==> config.mk <==
export PLATFORM = sky130hd
export DESIGN_NAME = alu_scheduler_flat
export DESIGN_NICKNAME = d
export VERILOG_FILES = /design/src/rtl/alu_sched_pkg.sv /design/src/rtl/alu_scheduler_if.sv /design/src/rtl/alu_scheduler_rr_arbiter.sv /design/src/rtl/alu_scheduler.sv /design/src/flat_wrapper.sv
export SDC_FILE = /design/constraint.sdc
export NUM_CORES = 1
export LEC_CHECK = 0
export ABC_AREA = 1
export CAP_MARGIN = 20
export CORE_ASPECT_RATIO = 1.75
export CORE_MARGIN = 2
export CORE_UTILIZATION = 43
export CTS_CLUSTER_DIAMETER = 50
export CTS_CLUSTER_SIZE = 16
export DETAILED_ROUTE_END_ITERATION = 10
export HOLD_SLACK_MARGIN = 0.08
export PLACE_DENSITY = 0.85
export SLEW_MARGIN = 10
export SYNTH_ARGS = -nofsm -noshare
export SYNTH_HDL_FRONTEND = slang
export SYNTH_HIERARCHICAL = 1
export SYNTH_SLANG_ARGS = --single-unit
==> constraint.sdc <==
create_clock -name clk -period 7.4 [get_ports clk]
set_input_delay 1.48 -clock clk [delete_from_list [all_inputs] [get_ports clk]]
set_output_delay 1.48 -clock clk [all_outputs]
set_load 0.01 [all_outputs]
==> src/rtl/alu_sched_pkg.sv <==
// Shared types and constants for the round-robin ALU scheduler.
package alu_sched_pkg;

  typedef enum logic [1:0] {
    IDLE = 2'd0,
    EXEC = 2'd1,
    RESP = 2'd2
  } state_t;

  localparam int unsigned OP_W   = 4;
  localparam int unsigned FLAG_W = 4;

  localparam logic [OP_W-1:0] ALU_OP_MAX  = 4'h9;
  localparam logic [OP_W-1:0] ALU_OP_SAFE = 4'h0;

  // Bit positions inside the {N,Z,C,V} flag nibble
  localparam int unsigned FLAG_N = 3;
  localparam int unsigned FLAG_Z = 2;
  localparam int unsigned FLAG_C = 1;
  localparam int unsigned FLAG_V = 0;

  function automatic logic op_illegal(input logic [OP_W-1:0] op);
    return (op > ALU_OP_MAX);
  endfunction

endpackage

==> src/rtl/alu_scheduler_if.sv <==
// Request/response channels between ALU clients and the scheduler.
interface alu_scheduler_if #(
  parameter int unsigned N    = 4,
  parameter int unsigned NREQ = 4
);
  localparam int unsigned IDW = (NREQ > 1) ? $clog2(NREQ) : 1;

  logic [NREQ-1:0]         req_valid;
  logic [NREQ-1:0]         req_ready;
  logic [NREQ-1:0][N-1:0]  req_a;
  logic [NREQ-1:0][N-1:0]  req_b;
  logic [NREQ-1:0][3:0]    req_op;

  logic                    rsp_valid;
  logic                    rsp_ready;
  logic [IDW-1:0]          rsp_id;
  logic [N-1:0]            rsp_result;
  logic [3:0]              rsp_flags;
  logic                    rsp_err;

  modport master (
    output req_valid, req_a, req_b, req_op, rsp_ready,
    input  req_ready, rsp_valid, rsp_id, rsp_result, rsp_flags, rsp_err
  );

  modport slave (
    input  req_valid, req_a, req_b, req_op, rsp_ready,
    output req_ready, rsp_valid, rsp_id, rsp_result, rsp_flags, rsp_err
  );

endinterface

==> src/rtl/alu_scheduler_rr_arbiter.sv <==
// Combinational round-robin pick: first request at or after the pointer, wrapping.
module rr_arbiter #(
  parameter int unsigned NREQ = 4,
  localparam int unsigned IDW = (NREQ > 1) ? $clog2(NREQ) : 1
) (
  input  logic [NREQ-1:0] req_i,
  input  logic [IDW-1:0]  ptr_i,
  input  logic            en_i,
  output logic [NREQ-1:0] gnt_o,
  output logic [IDW-1:0]  idx_o
);

  logic           found;
  logic [IDW:0]   cand;

  always_comb begin
    gnt_o = '0;
    idx_o = '0;
    found = 1'b0;
    cand  = '0;
    for (int k = 0; k < int'(NREQ); k++) begin
      // One spare bit keeps ptr+k from overflowing before the modulo fold
      cand = {1'b0, ptr_i} + (IDW+1)'(k);
      if (cand >= (IDW+1)'(NREQ)) begin
        cand = cand - (IDW+1)'(NREQ);
      end
      if (en_i && !found && req_i[cand[IDW-1:0]]) begin
        found                 = 1'b1;
        gnt_o[cand[IDW-1:0]]  = 1'b1;
        idx_o                 = cand[IDW-1:0];
      end
    end
  end

endmodule

==> src/rtl/alu_scheduler.sv <==
// Shares one combinational ALU among NREQ requesters; round-robin grant,
// one settle cycle, then a tagged response held until consumed.
module alu_scheduler
  import alu_sched_pkg::*;
#(
  parameter int unsigned N    = 4,
  parameter int unsigned NREQ = 4
) (
  input  logic                clk,
  input  logic                rst,
  alu_scheduler_if.slave      bus,
  output logic [N-1:0]        alu_a,
  output logic [N-1:0]        alu_b,
  output logic [OP_W-1:0]     alu_ctrl,
  input  logic [N-1:0]        alu_result,
  input  logic [FLAG_W-1:0]   alu_flags
);

  localparam int unsigned IDW = (NREQ > 1) ? $clog2(NREQ) : 1;

  state_t              state_q, state_d;
  logic [IDW-1:0]      ptr_q, ptr_d;
  logic [IDW-1:0]      id_q, id_d;
  logic                err_q, err_d;
  logic [N-1:0]        a_q, a_d;
  logic [N-1:0]        b_q, b_d;
  logic [OP_W-1:0]     ctrl_q, ctrl_d;
  logic [N-1:0]        res_q, res_d;
  logic [FLAG_W-1:0]   flg_q, flg_d;
  logic                rsp_valid_q, rsp_valid_d;

  logic [NREQ-1:0]     gnt;
  logic [IDW-1:0]      gidx;
  logic                arb_en;
  logic                accept;

  // Grant only offered while idle and out of reset
  assign arb_en = (state_q == IDLE) && !rst;

  rr_arbiter #(.NREQ(NREQ)) u_arb (
    .req_i (bus.req_valid),
    .ptr_i (ptr_q),
    .en_i  (arb_en),
    .gnt_o (gnt),
    .idx_o (gidx)
  );

  assign accept = |(bus.req_valid & gnt);

  always_comb begin
    state_d     = state_q;
    ptr_d       = ptr_q;
    id_d        = id_q;
    err_d       = err_q;
    a_d         = a_q;
    b_d         = b_q;
    ctrl_d      = ctrl_q;
    res_d       = res_q;
    flg_d       = flg_q;
    rsp_valid_d = rsp_valid_q;

    unique case (state_q)
      IDLE: begin
        if (accept) begin
          a_d  = bus.req_a[gidx];
          b_d  = bus.req_b[gidx];
          id_d = gidx;
          if (op_illegal(bus.req_op[gidx])) begin
            ctrl_d = ALU_OP_SAFE;
            err_d  = 1'b1;
          end else begin
            ctrl_d = bus.req_op[gidx];
            err_d  = 1'b0;
          end
          state_d = EXEC;
        end
      end
      EXEC: begin
        res_d       = err_q ? '0 : alu_result;
        flg_d       = err_q ? '0 : alu_flags;
        rsp_valid_d = 1'b1;
        state_d     = RESP;
      end
      RESP: begin
        if (bus.rsp_ready) begin
          rsp_valid_d = 1'b0;
          ptr_d       = (id_q == IDW'(NREQ-1)) ? '0 : id_q + IDW'(1);
          state_d     = IDLE;
        end
      end
      default: begin
        state_d = IDLE;
      end
    endcase
  end

  always_ff @(posedge clk) begin
    if (rst) begin
      state_q     <= IDLE;
      ptr_q       <= '0;
      id_q        <= '0;
      err_q       <= 1'b0;
      a_q         <= '0;
      b_q         <= '0;
      ctrl_q      <= '0;
      res_q       <= '0;
      flg_q       <= '0;
      rsp_valid_q <= 1'b0;
    end else begin
      state_q     <= state_d;
      ptr_q       <= ptr_d;
      id_q        <= id_d;
      err_q       <= err_d;
      a_q         <= a_d;
      b_q         <= b_d;
      ctrl_q      <= ctrl_d;
      res_q       <= res_d;
      flg_q       <= flg_d;
      rsp_valid_q <= rsp_valid_d;
    end
  end

  assign bus.req_ready  = gnt;
  assign bus.rsp_valid  = rsp_valid_q;
  assign bus.rsp_id     = id_q;
  assign bus.rsp_result = res_q;
  assign bus.rsp_flags  = flg_q;
  assign bus.rsp_err    = err_q;

  assign alu_a    = a_q;
  assign alu_b    = b_q;
  assign alu_ctrl = ctrl_q;

endmodule

==> src/flat_wrapper.sv <==
// flat-port wrapper written by rule: the top's interface ports become plain ports
module alu_scheduler_flat import alu_sched_pkg::*;
#(
  parameter int unsigned N    = 4,
  parameter int unsigned NREQ = 4
)
  (clk, rst, alu_a, alu_b, alu_ctrl, alu_result, alu_flags, bus_req_valid, bus_req_a, bus_req_b, bus_req_op, bus_rsp_ready, bus_req_ready, bus_rsp_valid, bus_rsp_id, bus_rsp_result, bus_rsp_flags, bus_rsp_err);
  alu_scheduler_if #(.N(N), .NREQ(NREQ)) bus_i ();
  input  logic clk;
  input  logic rst;
  output logic [N-1:0] alu_a;
  output logic [N-1:0] alu_b;
  output logic [OP_W-1:0] alu_ctrl;
  input  logic [N-1:0] alu_result;
  input  logic [FLAG_W-1:0] alu_flags;
  input wire logic [$bits(bus_i.req_valid)-1:0] bus_req_valid;
  input wire logic [$bits(bus_i.req_a)-1:0] bus_req_a;
  input wire logic [$bits(bus_i.req_b)-1:0] bus_req_b;
  input wire logic [$bits(bus_i.req_op)-1:0] bus_req_op;
  input wire logic [$bits(bus_i.rsp_ready)-1:0] bus_rsp_ready;
  output wire logic [$bits(bus_i.req_ready)-1:0] bus_req_ready;
  output wire logic [$bits(bus_i.rsp_valid)-1:0] bus_rsp_valid;
  output wire logic [$bits(bus_i.rsp_id)-1:0] bus_rsp_id;
  output wire logic [$bits(bus_i.rsp_result)-1:0] bus_rsp_result;
  output wire logic [$bits(bus_i.rsp_flags)-1:0] bus_rsp_flags;
  output wire logic [$bits(bus_i.rsp_err)-1:0] bus_rsp_err;
  assign bus_i.req_valid = bus_req_valid;
  assign bus_i.req_a = bus_req_a;
  assign bus_i.req_b = bus_req_b;
  assign bus_i.req_op = bus_req_op;
  assign bus_i.rsp_ready = bus_rsp_ready;
  assign bus_req_ready = bus_i.req_ready;
  assign bus_rsp_valid = bus_i.rsp_valid;
  assign bus_rsp_id = bus_i.rsp_id;
  assign bus_rsp_result = bus_i.rsp_result;
  assign bus_rsp_flags = bus_i.rsp_flags;
  assign bus_rsp_err = bus_i.rsp_err;
  alu_scheduler #(.N(N), .NREQ(NREQ)) u_core (.clk(clk), .rst(rst), .bus(bus_i), .alu_a(alu_a), .alu_b(alu_b), .alu_ctrl(alu_ctrl), .alu_result(alu_result), .alu_flags(alu_flags));
endmodule
Yosys cells after proc, flatten, opt, wreduce, memory -nomap -nowiden

Cells that the tools add are included.

Flip-flop bits (word level): 28
Input bits: 63
Output and inout bits: 28
Word-level logic and storage cells: 111

Add/subtract/negate cells: 8
Order comparisons: 14
Eq/ne operators: 5
Multiplexer cells: 47
Bitwise operators: 4
Reduce and logical (&&, ||, !) cells: 23

Operators by type and width:

| kind                                                        | count |
|---|---|
| 2-to-1 mux 4 bit                                            | 10 |
| binary-select mux 4 bit (select 2 bit)                      | 3 |
| 2-to-1 mux 2 bit                                            | 11 |
| less-than comparator 2 x 3 -> 1 bit (second input constant) | 5 |
| 2-to-1 mux 1 bit                                            | 13 |
| logical AND 1 bit                                           | 12 |
| OR 4 bit                                                    | 3 |
| >= comparator 3 bit (second input constant)                 | 3 |
| binary-select mux 1 bit (select 2 bit)                      | 4 |
| demux 1 bit (select 2 bit)                                  | 4 |
| >= comparator 2 x 1 -> 1 bit (second input constant)        | 4 |
| AND reduction 2 bit                                         | 4 |
| subtractor 2 x 1 -> 2 bit (second input constant)           | 4 |
| adder 2 x 2 -> 3 bit (second input constant)                | 2 |
| case mux 2 bit (3 select lines)                             | 1 |
| bitwise AND 4 bit                                           | 1 |
| equality test 2 bit (second input constant)                 | 2 |
| greater-than comparator 4 bit (second input constant)       | 1 |
| zero test 1 bit                                             | 4 |
| OR reduction 4 bit                                          | 1 |
| adder 2 x 1 -> 3 bit (second input constant)                | 1 |
| >= comparator 2 x 3 -> 1 bit (second input constant)        | 1 |
| adder 2 x 1 -> 2 bit (second input constant)                | 1 |
| equality test 2 x 1 -> 1 bit (second input constant)        | 1 |
| 5 further kinds                                             | 5 |

Logic depth before layout (Yosys ltp)

Depth in word-level cells: 22
Depth in mapped cells: 20

Hierarchy

Netlist, hierarchy kept.

By module, submodules not included:

| module        | instances | cells each | area an instance (µm²) |
|---|---|---|---|
| alu_scheduler | 1         | 215        | 1443.9 |
| rr_arbiter    | 1         | 82         | 505.5 |

Worst setup path before layout

Ideal clock, no wire load.

Kind: input to output
Start point: in rst
End point: out bus_req_ready[0]
Arrival time: 2.508 ns
Required time: 5.920 ns
Setup slack: 3.412 ns
Stages: 8
Cell sequence: buf_1 > nor2_1 > inv_1 > nor2_1 > nand2_1 > nand2_1 > inv_1 > nand3_1

Longest elaborated chain between the ends: 16
Elaborated cells between the ends (all ways): 22

Ends and longest elaborated chain:

| item                           | line                           | source |
|---|---|---|
| from (decl)                    | flat_wrapper.sv:10             | `input logic rst;` |
| zero test 1 bit (*)            | alu_scheduler.sv:38            | `assign arb_en = (state_q == IDLE) && !rst;` |
| logical AND 1 bit (*)          | alu_scheduler.sv:38            |  |
| via u_core.arb_en              | alu_scheduler.sv:34            | `logic arb_en;` |
| logical AND 1 bit              | alu_scheduler_rr_arbiter.sv:27 | `if (en_i && !found && req_i[cand[IDW-1:0]]) begin` |
| 2-to-1 mux 1 bit               | alu_scheduler_rr_arbiter.sv:27 |  |
| zero test 1 bit                | alu_scheduler_rr_arbiter.sv:27 |  |
| logical AND 1 bit (2 in a row) | alu_scheduler_rr_arbiter.sv:27 |  |
| 2-to-1 mux 1 bit               | alu_scheduler_rr_arbiter.sv:27 |  |
| zero test 1 bit                | alu_scheduler_rr_arbiter.sv:27 |  |
| logical AND 1 bit (2 in a row) | alu_scheduler_rr_arbiter.sv:27 |  |
| 2-to-1 mux 1 bit               | alu_scheduler_rr_arbiter.sv:27 |  |
| zero test 1 bit                | alu_scheduler_rr_arbiter.sv:27 |  |
| logical AND 1 bit (2 in a row) | alu_scheduler_rr_arbiter.sv:27 |  |
| 2-to-1 mux 4 bit (*)           | alu_scheduler_rr_arbiter.sv:27 |  |
| to (decl)                      | flat_wrapper.sv:21             | `output wire logic [$bits(bus_i.req_ready)-1:0] bus_req_ready;` |

Mark *: on every way through the listed nets, which the timed path passes. The rest lies on a longest branch.

Worst setup path in the final report

Start point: in rst
End point: out bus_req_ready[2]

The elaborated chain is that of the path after synthesis.

==> impl_metrics.yaml <==
run_status:
  status: "finished clean"
route:
  route.vias.total: 2254
  wire_per_inst_um: 13.20
  met2_length_mm: 3.145
  totalWireLength_mm: 5.662
  highest-signal-layer: "met4"
  firstDrtPassIters: 4
  met3_wirelength_um: 393
  drt-met1-wl_mm: 2.018
  drt_iter0_drc: 77
  remaining_drc_errors: 0
  ant_nets: 0
  avgViaCountPerCell: 5.254
critical_path:
  critPathBufInv: 4
  register_to_register_setup_slack_ns: 3.65
  crit_required_ns: 5.92
  ff2ff_path_depth: 17
  slowest_delay_ns: 0.66
  critPathTopFamily: "buffers and inverters"
  worstSetupStartpointType: "input port"
  crit_path_cell_trace: "clkdlybuf4s50_1 -> nor2_1 -> inv_1 -> nor2_1 -> nand2_1 -> nand2_1 -> inv_1 -> nand3_1 -> clkdlybuf4s50_1"
  cp.depth: 9
  endpoint_kind: "output port"
  critical_path_fanout_max: 13
  path_class: "input port to output port"
  cp.arrival_ns: 3.76
  slowest_cell_on_the_critical_path: "sky130_fd_sc_hd__clkdlybuf4s50_1"
die:
  start_util_pct: 44.67
  die_x_um: 54.90
  core.rowCount: 32
  io-pin-count: 91
  dieArea_um2: 5109
  die_h_um: 93.07
  design.core.area_um2: 4364
synth:
  synth_fp_nets: 369
  syn_area_um2: 1949
  synthCells: 297
  share_of_synthesized_area_occupied_by_flip_flops_and_latches_pct: 28.75
  synth_cell_type_count: 28
  post-synth-top-area-cell: "sky130_fd_sc_hd__dfxtp_1"
  post_synth_main_area_contributors: "sky130_fd_sc_hd__dfxtp_1 (29%), sky130_fd_sc_hd__nand2_1 (11%), sky130_fd_sc_hd__nand3_1 (11%)"
  synth_seq_cells: 28
  async_reset_ff_share_pct: 0
  synth_top_area_share_pct: 28.75
  synth-main-ff-cell: "sky130_fd_sc_hd__dfxtp_1"
  yosys_warnings: 6
  synth_enable_flop_cells: 0
  syn_area_per_cell_um2: 6.564
power_and_ir_drop:
  ir_drop_uv: 109.1
  p_leak_nw: 1.213
  p_per_area_nw_per_um2: 170.0
final_layout:
  antenna_diode_instance_count: 0
  areaGrowthSynthToFinish_pct: 48.20
  fin_area_um2: 2889
  fraction_of_final_layout_cells_with_drive_strength_greater_than_1_pct: 6.878
  nNetsFinal: 451
  layout.filler_cells: 378
timing:
  slew_headroom_pct: 40.42
  tightest_slew_ns: 0.8912
  timing.fmax_mhz: 190.8
  final-max-slew-violation-count: 0
  clock-skew-final_ns: 0.002442
  fin_crit_ns: 5.241
  final_hold_viol_count: 0
  rsz_0062_raised_after_global_routing: "no"
  layout_worst_path_cycle_share_pct: 70.82
  setup_tns_ns: 0
  final_setup_violation_count: 0
global_routing:
  grt_usage_pct: 24.32
  antenna_found_initial: 0
  grt_pass1_wl_mm: 9.446
  via_count_of_the_first_global_routing_pass: 2197
  global_route.overflow_total: 0
  pin_count_of_the_biggest_net_entering_global_routing: 26
clock_network:
  cts.repair.resized: 0
  tritoncts: "done"
  cts.repair_timing.setup_buffer_count: 0
  cts_num_sinks: 28
  cts_hold_buffers: 0
  clk_path_buf_depth: 2
  clkTransAtPathRegs_ns: 0.09
  clock_insertion_delay_worst_skew_ns: 0.28
  clockRootBuffer: "sky130_fd_sc_hd__clkbuf_8"
  cts-buffers-inserted: 3
  clock_tree.htree_level_count: 1
worst_hold_path:
  worst_hold_path_type: "register to register"
  hold-path-cell-count: 2
placed_design:
  place.port_buffers: 90
  cell_area_reported_after_detailed_placement_um2: 2818
  gpl.final_weighted_congestion: 0.8424
  hpwlAfterDp_mm: 4.476
run:
  max-cap-violations: 0
worst reg2reg max path: stages, from the launching register on:
cell and delay (ns):
sky130_fd_sc_hd__dfxtp_1 0.63, sky130_fd_sc_hd__inv_2 0.22, sky130_fd_sc_hd__ha_1 0.40, sky130_fd_sc_hd__inv_1 0.13, sky130_fd_sc_hd__nand3_2 0.16, sky130_fd_sc_hd__nand2_1 0.11, sky130_fd_sc_hd__inv_2 0.05, sky130_fd_sc_hd__nor2_4 0.25
sky130_fd_sc_hd__nand3_1 0.11, sky130_fd_sc_hd__nand3_1 0.68, sky130_fd_sc_hd__inv_4 0.26, sky130_fd_sc_hd__nand2_1 0.12, sky130_fd_sc_hd__nand3_1 0.07, sky130_fd_sc_hd__nand2_1 0.13, sky130_fd_sc_hd__inv_1 0.08, sky130_fd_sc_hd__nand2_2 0.10
sky130_fd_sc_hd__nand2_1 0.07, sky130_fd_sc_hd__a21oi_2 0.11
path summary, 6_finish.rpt:
check / start / to
min reg2reg: u_core/bus.rsp_flags[2] / u_core/bus.rsp_flags[2]
max: rst / bus_req_ready[2]
min: u_core/bus.rsp_flags[2] / u_core/bus.rsp_flags[2]
max reg2reg: u_core/ptr_q[0] / u_core/alu_ctrl[0]
cell families after synthesis:
| kind of cell | synth area share, % |
|---|---|
| adder cells (fa/ha/maj) | 5.777 |
| flip-flops | 28.75 |
| buffers and inverters | 10.46 |
| AO/OA/AOI/OAI | 15.53 |
| AND/OR/NAND/NOR | 39.47 |
layout by cell type (no fill, tap or decap), types with 3 or more instances in the layout:
cell type                         synthesis  final
sky130_fd_sc_hd__nand3_1                 44     44
sky130_fd_sc_hd__nor2_1                  37     37
sky130_fd_sc_hd__nand2_4                  3      3
sky130_fd_sc_hd__o21ai_0                 24     24
sky130_fd_sc_hd__nand4_1                  5      5
sky130_fd_sc_hd__inv_1                   22     22
sky130_fd_sc_hd__nand3_2                  4      4
sky130_fd_sc_hd__clkdlybuf4s50_1          0     90
sky130_fd_sc_hd__o22ai_1                  8      8
sky130_fd_sc_hd__o21ai_1                  7      7
sky130_fd_sc_hd__clkbuf_8                 0      3
sky130_fd_sc_hd__a21oi_1                 16     16
sky130_fd_sc_hd__ha_1                     9      9
sky130_fd_sc_hd__nand2_2                  4      4
sky130_fd_sc_hd__nand2_1                 59     59
sky130_fd_sc_hd__inv_2                    5      5
sky130_fd_sc_hd__dfxtp_1                 28     28
layer usage:
layer | track usage, % | up-vias
met3 | 4.952 | 7
met1 | 25.53 | 1013
li1 | - | 1143
met4 | 8.537 | 0
met5 | 0 | -
met2 | 44.74 | 91
sequential cells by signal, summed over array words and instances, names as in the netlist:
name,flops
u_core/alu_a,4
u_core/alu_b,4
u_core/alu_ctrl,4
u_core/bus.rsp_flags,4
u_core/bus.rsp_result,4
u_core/bus.rsp_id,2
u_core/ptr_q,2
u_core/state_q,2
u_core/bus.rsp_err,1
u_core/bus.rsp_valid,1
synth_stat cells (2+ instances only):
cell                        n
sky130_fd_sc_hd__nor2_1    37
sky130_fd_sc_hd__a21oi_1   16
sky130_fd_sc_hd__nand3_2    4
sky130_fd_sc_hd__nand2_4    3
sky130_fd_sc_hd__buf_6      5
sky130_fd_sc_hd__nand2_1   59
sky130_fd_sc_hd__nand4_1    5
sky130_fd_sc_hd__o21ai_1    7
sky130_fd_sc_hd__inv_2      5
sky130_fd_sc_hd__o21ai_0   24
sky130_fd_sc_hd__ha_1       9
sky130_fd_sc_hd__nand2_2    4
sky130_fd_sc_hd__nand3_1   44
sky130_fd_sc_hd__nand3b_1   2
sky130_fd_sc_hd__inv_1     22
sky130_fd_sc_hd__dfxtp_1   28
sky130_fd_sc_hd__buf_2      5
sky130_fd_sc_hd__o22ai_1    8
per-stage QoR:
step,power (mW),setup WS (ns),hold slack [ns],utilization [%],cells
5_1_grt,0.5234,1.998,0.4945,66.20,429
3_3_place_gp,0.3726,2.241,0.4519,64.56,425
2_1_floorplan,0.2922,3.412,0.4839,-,297
4_1_cts,0.4955,2.191,0.4720,66.20,429
6_report,0.4913,2.159,0.4710,66.20,429
3_5_place_dp,0.3748,2.205,0.4569,64.56,425
power by group:
group	switching [mW]	total [mW]	internal [mW]
logic	0.103	0.194	0.0913
clock network	0.0466	0.119	0.0725
registers	0.0110	0.178	0.167
area by class of cell:
class	instances	area [um^2]	area share (%)
Multi-Input combinational cell	228	1185	41.01
Sequential cell	28	560.5	19.40
Clock buffer	3	41.29	1.429
Tap cell	51	63.81	2.209
Clock inverter	1	30.03	1.039
Timing Repair Buffer	90	900.9	31.18
Inverter	28	107.6	3.725
No activity file was read; power rests on OpenSTA's default activity.
